[config.mk]
export PLATFORM = sky130hd
export DESIGN_NAME = qclk_trig
export DESIGN_NICKNAME = d
export VERILOG_FILES = /design/src/rtl/qclk_trig_pkg.sv /design/src/rtl/qclk_trig_counter.sv /design/src/rtl/qclk_trig.sv
export SDC_FILE = /design/constraint.sdc
export NUM_CORES = 1
export LEC_CHECK = 0
export ABC_CLOCK_PERIOD_IN_PS = 2200
export CAP_MARGIN = 20
export CORE_UTILIZATION = 44
export CTS_CLUSTER_SIZE = 12
export DETAILED_ROUTE_END_ITERATION = 16
export GPL_TIMING_DRIVEN = 1
export PLACE_DENSITY = 0.84
export SETUP_SLACK_MARGIN = 0.5
export SLEW_MARGIN = 10
export SYNTH_ARGS = -nofsm -noshare
export SYNTH_HDL_FRONTEND = slang
export SYNTH_HIERARCHICAL = 1
export SYNTH_SLANG_ARGS = --single-unit
[constraint.sdc]
create_clock -name clk -period 2.2 [get_ports clk]
set_clock_uncertainty 0.05 [all_clocks]
set_input_delay 0.44 -clock clk [delete_from_list [all_inputs] [get_ports clk]]
set_output_delay 0.44 -clock clk [all_outputs]
set_load 0.005 [all_outputs]
[src/rtl/qclk_trig_pkg.sv]
// qclk_trig_pkg: shared widths and trigger FSM state encoding
package qclk_trig_pkg;
  localparam int QCLK_W = 32;
  localparam int PULSE_DATA_W = 64;
  typedef enum logic [1:0] {IDLE, ARMED, FIRE} state_e;
endpackage

[src/rtl/qclk_trig_counter.sv]
// qclk_counter: free-running qclk with clear > load > increment priority
module qclk_counter
  import qclk_trig_pkg::*;
(
  input  logic              clk,
  input  logic              reset,
  input  logic              clr,
  input  logic              load_en,
  input  logic [QCLK_W-1:0] load_val,
  output logic [QCLK_W-1:0] val
);
  logic [QCLK_W-1:0] cnt_q, cnt_d;
  always_comb cnt_d = clr ? '0 : load_en ? load_val : cnt_q + 1'b1;
  always_ff @(posedge clk) cnt_q <= reset ? '0 : cnt_d;
  assign val = cnt_q;
endmodule

[src/rtl/qclk_trig.sv]
// qclk_trig: timed trigger strobe against qclk; QCLK_TRIG_LATE_ERR_EN enables late firing with sticky late_err
module qclk_trig
  import qclk_trig_pkg::*;
(
  input  logic                    clk,
  input  logic                    reset,
  input  logic                    qclk_load_en,
  input  logic [QCLK_W-1:0]       qclk_load_val,
  input  logic                    qclk_rst,
  input  logic                    write_pulse_en,
  input  logic [PULSE_DATA_W-1:0] pulse_data_in,
  input  logic                    c_strobe_enable,
  input  logic [QCLK_W-1:0]       cmd_time,
  output logic                    cstrobe_out,
  output logic [PULSE_DATA_W-1:0] pulse_data_out,
  output logic [QCLK_W-1:0]       qclk_val,
  output logic                    armed,
  output logic                    late_err
);
  state_e                  state_q, state_d;
  logic [QCLK_W-1:0]       trig_q, trig_d;
  logic [PULSE_DATA_W-1:0] stage_q, stage_d, pdo_q, pdo_d;
  logic                    late_q, late_d;
  logic                    match, late;
  qclk_counter u_cnt (
    .clk      (clk),
    .reset    (reset),
    .clr      (qclk_rst),
    .load_en  (qclk_load_en),
    .load_val (qclk_load_val),
    .val      (qclk_val)
  );
  assign match = qclk_val == trig_q;
`ifdef QCLK_TRIG_LATE_ERR_EN
  logic [QCLK_W-1:0] diff;
  assign diff = trig_q - qclk_val;
  assign late = diff[QCLK_W-1];
`else
  assign late = 1'b0;
`endif
  always_comb begin
    state_d = state_q;
    trig_d  = trig_q;
    stage_d = write_pulse_en ? pulse_data_in : stage_q;
    pdo_d   = pdo_q;
    late_d  = late_q;
    case (state_q)
      IDLE: if (c_strobe_enable) begin
        state_d = ARMED;
        trig_d  = cmd_time;
      end
      ARMED: if (!c_strobe_enable) state_d = IDLE;
      else if (match || late) begin
        state_d = FIRE;
        pdo_d   = stage_q;
        late_d  = late_q | (late & ~match);
      end
      default: state_d = IDLE;
    endcase
  end
  always_ff @(posedge clk) begin
    if (reset) begin
      state_q <= IDLE;
      trig_q  <= '0;
      stage_q <= '0;
      pdo_q   <= '0;
      late_q  <= 1'b0;
    end else begin
      state_q <= state_d;
      trig_q  <= trig_d;
      stage_q <= stage_d;
      pdo_q   <= pdo_d;
      late_q  <= late_d;
    end
  end
  assign cstrobe_out    = state_q == FIRE;
  assign armed          = state_q == ARMED;
  assign pulse_data_out = pdo_q;
  assign late_err       = late_q;
endmodule

==> results of run 1 <==
## how the worst max path moves through the flow
stage                                         from                         endpoint  slack (ps)  depth (start not counted)
final                      trig_q[29]$_SDFFE_PP0P_  pulse_data_out[37]$_SDFFE_PP0P_        -230                          7
after detailed placement   trig_q[29]$_SDFFE_PP0P_  pulse_data_out[37]$_SDFFE_PP0P_        -250                          7
after global placement     trig_q[29]$_SDFFE_PP0P_  pulse_data_out[50]$_SDFFE_PP0P_        -190                          7
after floorplan           u_cnt/val[29]$_SDFF_PP0_  pulse_data_out[10]$_SDFFE_PP0P_         -60                          7
after CTS                  trig_q[29]$_SDFFE_PP0P_  pulse_data_out[37]$_SDFFE_PP0P_        -230                          7
after global routing       trig_q[29]$_SDFFE_PP0P_  pulse_data_out[37]$_SDFFE_PP0P_        -310                          7
## layer usage
metal  up-vias  global-route usage  share of wire  routed length (um)
met5         -                   0        0.00056                  13
met4         2              0.1001          0.022                 499
met3        42             0.05128          0.064                1475
met2       261              0.4026           0.49               11450
met1      3333              0.2782           0.42                9750
li1       3492                   -              -                   -
## final cells by class
type / instances / area, sq um
fillers: 1504 / 6470
multi-input cells: 630 / 4395
well taps: 234 / 292.8
inverters: 5 / 18.77
flip-flops and latches: 194 / 3969
clock buffers: 18 / 439.2
repair buffers: 312 / 2997
clock inverters: 13 / 123.9
## kinds of logic (layout without fill, tap and decap cells)
group,after synthesis,after routing,share of synthesized area
and+or+nand+nor,353,353,0.2203
xor gates and xnor gates,61,61,0.06377
AOI/OAI and AO/OA,82,82,0.04973
adders and majority gates,1,1,0.001493
other,1,1,0.0004476
muxes,132,132,0.1577
buffers and inverters,64,348,0.04301
DFF,194,194,0.4636
## critical path, cell delays in order (launching register included)
cell and delay, ps:
dfxtp_2 320, xor2_1 160, or4_1 510, or4b_4 500
nor4_4 200, buf_12 190, buf_12 180, mux2i_1 230
## flip-flops by register name, summed over array words and instances (netlist names)
register / cells
trig_q: 32
state_q: 2
u_cnt/val: 32
stage_q: 64
pulse_data_out: 64
## cells in the final DEF (no fill, tap or decap), drive strengths merged, types with 8 or more instances in the layout
| cell type | instances |
|---|---|
| dfxtp | 194 |
| mux2i | 132 |
| clkdlybuf4s50 | 131 |
| nand2b | 130 |
| buf | 88 |
| dlygate4sd2 | 83 |
| nor2 | 82 |
| nand2 | 73 |
| a21oi | 57 |
| xor2 | 51 |
| o21ai | 22 |
| clkbuf | 20 |
| nand3 | 16 |
| nand4 | 14 |
| inv | 11 |
| xnor2 | 10 |
| clkdlybuf4s15 | 8 |
| nor4 | 8 |
## through the flow
step                      setup slack, ps    util  instances  total power, W
after floorplan                    -64.93       -        888        0.004204
after global placement             -191.2  0.5987       1352        0.004656
after detailed placement           -248.1  0.5987       1352        0.004674
after CTS                          -234.6  0.6433       1400        0.007685
after global routing               -309.4  0.6541       1406        0.007952
final                              -226.8  0.6541       1406        0.007669
## synth_stat cells (all sizes together), types with 8 or more instances
| library cell | n | area share |
|---|---|---|
| nand4 | 14 | 0.011 |
| nand2 | 73 | 0.033 |
| nor2 | 82 | 0.037 |
| dfxtp | 194 | 0.46 |
| nand2b | 130 | 0.097 |
| nor4 | 8 | 0.0075 |
| o21ai | 22 | 0.013 |
| clkbuf | 41 | 0.018 |
| xor2 | 51 | 0.053 |
| a21oi | 57 | 0.034 |
| mux2i | 132 | 0.16 |
| nand3 | 16 | 0.0096 |
| buf | 18 | 0.022 |
| xnor2 | 10 | 0.010 |
## power groups by stage
stage / clock network (W) / logic [W] / registers [W]
2_1_floorplan: 0 / 0.000407 / 0.00380
3_3_place_gp: 0 / 0.000864 / 0.00379
3_5_place_dp: 0 / 0.000876 / 0.00380
4_1_cts: 0.00307 / 0.000893 / 0.00372
5_1_grt: 0.00323 / 0.000989 / 0.00374
6_report: 0.00303 / 0.000915 / 0.00372
## what timing repair did
action,in CTS,in global routing
hold buffers,0,0
setup buffers,15,6
cloned,2,0
hold endpoints to repair,0,0
setup endpoints to repair,182,116
pin swaps,27,16
gates resized for setup,223,45
==> out/qor.yml, run 1 <==
worst-setup-path-type: "register to register"
p_switching_w: 0.001898
violations: "negative setup slack"
io_pins: 233
io_buffers: 231
place_hpwl_mm: 15.51
place_area_sq_mm: 0.01120
reg2reg_to: "pulse_data_out[37]$_SDFFE_PP0P_"
holdPathEnd: "u_cnt/val[11]$_SDFF_PP0_"
grt_pass1_wl_mm: 35.61
cts.sinks: 194
area_delta_synth_final_pct: 46.04
rrSetupSlack_ps: -230
dr.first_iter.drc_count: 388
p_leak_nw: 5.212
slew_violations: 0
grt_max_degree: 116
routed_wl_mm: 23.19
critPathCaptureType: "register"
ff2ff_path_depth: 7
gr-total-overflow: 0
cts_inserted_buffers: 17
synth_cell_types: 38
ys.flop_type: "dfxtp_1"
crit_required_ps: 2510
startpoint_type: "register"
route.detailed.drc: 0
r2r-start: "trig_q[29]$_SDFFE_PP0P_"
sequentialPowerShare: 0.486
holdWs_ps: 313.1
combPwrFrac: 0.119
wire_per_inst_um: 16.49
design_area_sq_mm: 0.01224
die_w_um: 140.0
firstDrtPassIters: 5
min_path_cells: 4
min_period_over_period: 1.103
via_count: 7130
layout-drive-gt1-share: 0.1945
netlist_area_sq_mm: 0.008378
worst-path-max-fanout: 17
max_freq_ghz: 0.4121
run_status: "complete, but fails checks"
h-tree-depth: 4
powerDensity_mw_per_mm2: 626.7
synth_edf_count: 0
period_needed_ps: 2427
vdd_drop_max_mv: 0.4889
clock_latency_ps: 430
core_area_sq_mm: 0.01871
n_antenna_cell: 0
initial_core_util: 0.4479
grt_pass1_vias: 7033
hold_path.class: "input pin to register"
grt_usage: 0.2330
antenna_left: 0
nets: 1295
clockPowerShare: 0.395
yosysWarnings: 6
antenna_found_initial: 1
grt_setup_unrepaired: "yes"
p_int_w: 0.005771
ys_ff_latch: 194
hold_viol: 0
place_congestion: 0.8750
synth_cells: 888
min_from: "reset"
rows: 50
cts_tree: "done"
clockBufferDepth: 2
clk_transition_reported_paths_ps: 70
cts_root_buffer: "clkbuf_16"
switching_share: 0.2475
viasPerCell: 5.071
crit_arrival_ps: 2730
die_h_um: 140.0
syn_nets: 1023
synth.avg_cell_area_sq_um: 9.435
timing.final.ws_setup_ps: -226.8
dieArea_sq_mm: 0.01960
ys_seq_area_frac: 0.4636
setup-tns-final_ps: -10740
async_flop_share: 0
cap_violations: 0
setup_violations: 63
No activity file was read; power rests on OpenSTA's default activity.
==> run 2, diff against run 1 <==
--- a/config.mk
+++ b/config.mk
@@ -7,14 +7,14 @@
 export LEC_CHECK = 0
 export ABC_CLOCK_PERIOD_IN_PS = 2200
 export CAP_MARGIN = 20
-export CORE_UTILIZATION = 44
+export CORE_MARGIN = 3
+export CORE_UTILIZATION = 43
 export CTS_CLUSTER_SIZE = 12
 export DETAILED_ROUTE_END_ITERATION = 16
 export GPL_TIMING_DRIVEN = 1
-export PLACE_DENSITY = 0.84
+export PLACE_DENSITY = 0.83
 export SETUP_SLACK_MARGIN = 0.5
 export SLEW_MARGIN = 10
 export SYNTH_ARGS = -nofsm -noshare
 export SYNTH_HDL_FRONTEND = slang
-export SYNTH_HIERARCHICAL = 1
 export SYNTH_SLANG_ARGS = --single-unit
==> run 2 against run 1 <==
  * Critical path depth down 1
  * Register-to-register slack better by 360 ps
  * Combinational power increased by 21%
  * The flow now finishes without violations
  * Synthesized area decreased by 2.2%
==> out/qor.yml, run 2 <==
run_status: "finished clean"
wire_per_inst_um: 20.15
rrSetupSlack_ps: 130
crit_required_ps: 2450
ys_seq_area_frac: 0.4741
ys_ff_latch: 194
layout-drive-gt1-share: 0.2250
ys.flop_type: "dfxtp_1"
cts.sinks: 194
dp_cells: 1336
setup-tns-final_ps: 0
synth_edf_count: 0
min_path_cells: 2
cap_violations: 0
slowest_delay_ps: 560
antenna_left: 0
netlist_area_sq_mm: 0.008192
final_cell_mix: "132 x dfxtp_1, 131 x clkdlybuf4s50_1, 117 x a21oi_1"
yosys-top-cells-area: "dfxtp_1 47%, mux2i_1 8.3%, a21oi_1 7.2%"
min_period_over_period: 0.9398
place_congestion: 0.8163
dieArea_sq_mm: 0.02074
startpoint_type: "register"
holdWs_ps: 349.8
path_delay_family: "simple AND/OR/NAND/NOR gates"
route.detailed.drc: 0
grt_usage: 0.2403
yosysTopAreaCellShare: 0.4741
antenna_found_initial: 0
path_buf_inv: 1
io_pins: 233
clockPowerShare: 0.389
fillers: 1330
period_needed_ps: 2068
cts_inserted_buffers: 17
syn_nets: 1055
yosysMostFrequentCell: "dfxtp_1"
r2r-start: "trig_q[11]$_SDFFE_PP0P_"
nets: 1300
hold_path.class: "input pin to register"
clock_latency_ps: 440
powerDensity_mw_per_mm2: 639.9
max_freq_ghz: 0.4837
sequentialPowerShare: 0.471
dr.first_iter.drc_count: 668
min_from: "reset"
grt_pass1_wl_mm: 39.72
synth.avg_cell_area_sq_um: 8.904
design_area_sq_mm: 0.01239
p_int_w: 0.005704
viasPerCell: 5.844
yosys-top-cells-count: "194 x dfxtp_1, 118 x a21oi_1, 88 x nor2_1"
grt_max_degree: 99
cts_root_buffer: "clkbuf_16"
die_w_um: 144.0
grt_setup_unrepaired: "yes"
area_delta_synth_final_pct: 51.23
slew_violations: 0
gr-total-overflow: 0
worst-path-max-fanout: 6
cts_tree: "done"
routed_wl_mm: 28.38
place_area_sq_mm: 0.01094
async_flop_share: 0
hold_viol: 0
clk_transition_reported_paths_ps: 80
crit_arrival_ps: 2320
critPathCaptureType: "register"
p_switching_w: 0.002224
via_count: 8229
yosysWarnings: 0
synth_cell_types: 34
switching_share: 0.2805
final_common_cell: "dfxtp_1"
setup_violations: 0
holdPathEnd: "trig_q[5]$_SDFFE_PP0P_"
rows: 49
grt_pass1_vias: 7555
clockBufferDepth: 2
die_h_um: 144.0
yosysTopAreaCell: "dfxtp_1"
ff2ff_path_depth: 6
place_hpwl_mm: 17.06
post-route-util: 0.6758
worst-setup-path-type: "register to register"
final_cell_count_no_fill: 1408
worstPathCellList: "xnor2_2 -> nand4_1 -> or4_4 -> buf_4 -> o31ai_1 -> a21oi_1"
initial_core_util: 0.4469
combPwrFrac: 0.140
vdd_drop_max_mv: 0.5475
firstDrtPassIters: 5
h-tree-depth: 4
reg2reg_to: "pulse_data_out[61]$_SDFFE_PP0P_"
p_leak_nw: 5.161
cpMaxStageDelayCell: "or4_4"
core_area_sq_mm: 0.01833
io_buffers: 231
synth_cells: 920
run 2: cell types whose count changed in the layout (fill, tap and decap cells not counted), moves of 18 or more:
| cell | previous run | this run |
|---|---|---|
| xnor2_1 | 8 | 28 |
| o31ai_1 | 0 | 43 |
| dfxtp_2 | 59 | 41 |
| xor2_1 | 49 | 22 |
| nand2b_1 | 130 | 1 |
| nand4_1 | 13 | 77 |
| a21oi_1 | 56 | 117 |
| mux2i_1 | 132 | 68 |
| o31ai_2 | 0 | 21 |
| dfxtp_4 | 3 | 21 |
run 2: cells by family (layout without fill, tap and decap cells):
group / after synthesis / after routing / share of synthesized area
buffers and inverters: 96 / 353 / 0.05285
AO/OA/AOI/OAI: 205 / 205 / 0.1469
other: 1 / 2 / 0.0004578
AND/OR/NAND/NOR: 293 / 294 / 0.1738
adder cells (fa/ha/maj): 1 / 1 / 0.001527
XOR/XNOR: 62 / 62 / 0.06721
multiplexers: 68 / 68 / 0.08309
flip-flops: 194 / 194 / 0.4741
run 2: metrics by stage:
step	setup slack, ps	power [W]
4_1_cts	167.3	0.007895
6_report	132.5	0.007927
5_1_grt	59.62	0.008177
3_3_place_gp	52.43	0.004804
2_1_floorplan	354.5	0.004280
3_5_place_dp	-21.80	0.004818
run 2: routing by layer:
layer,vias to the layer above,track usage,part of all wire
met5,-,0,0
met4,0,0.09068,0.033
met3,76,0.05820,0.081
met2,450,0.3934,0.49
met1,3932,0.3082,0.40
li1,3771,-,-
run 2: layout make-up:
| type | count | area, sq um | share of cell area |
|---|---|---|---|
| Antenna cell | 1 | 2.502 | 0.0002020 |
| Clock buffer | 17 | 425.4 | 0.03434 |
| Clock inverter | 15 | 165.2 | 0.01333 |
| Inverter | 6 | 22.52 | 0.001818 |
| Multi-Input combinational cell | 631 | 4388 | 0.3542 |
| Sequential cell | 194 | 4014 | 0.3240 |
| Tap cell | 229 | 286.5 | 0.02313 |
| Timing Repair Buffer | 315 | 3084 | 0.2490 |
run 2: power groups by stage:
stage	Clock [W]	Sequential, W	Combinational [W]
5_1_grt	0.00326	0.00374	0.00118
4_1_cts	0.00312	0.00373	0.00105
6_report	0.00309	0.00373	0.00111
3_5_place_dp	0	0.00382	0.00100
3_3_place_gp	0	0.00381	0.000993
2_1_floorplan	0	0.00380	0.000484
run 2: how the worst max path moves through the flow:
| stage | from | to | slack, ps | cells past startpoint |
|---|---|---|---|---|
| after floorplan | u_cnt.val[4]$_SDFF_PP0_ | pulse_data_out[14]$_SDFFE_PP0P_ | 350 | 7 |
| after global placement | c_strobe_enable | pulse_data_out[57]$_SDFFE_PP0P_ | 50 | 7 |
| after detailed placement | c_strobe_enable | pulse_data_out[32]$_SDFFE_PP0P_ | -20 | 7 |
| after CTS | trig_q[11]$_SDFFE_PP0P_ | pulse_data_out[0]$_SDFFE_PP0P_ | 170 | 6 |
| after global routing | u_cnt.val[14]$_SDFF_PP0_ | pulse_data_out[61]$_SDFFE_PP0P_ | 60 | 6 |
| final | trig_q[11]$_SDFFE_PP0P_ | pulse_data_out[61]$_SDFFE_PP0P_ | 130 | 6 |
run 2: timing repair:
action                                  in CTS  in global routing
gates cloned                                 1                  3
endpoints found under the hold margin        0                  0
pin swaps                                    7                 41
setup buffers                               15                 20
hold buffers                                 0                  0
endpoints found under the setup margin     184                106
gates resized for setup                    216                 90
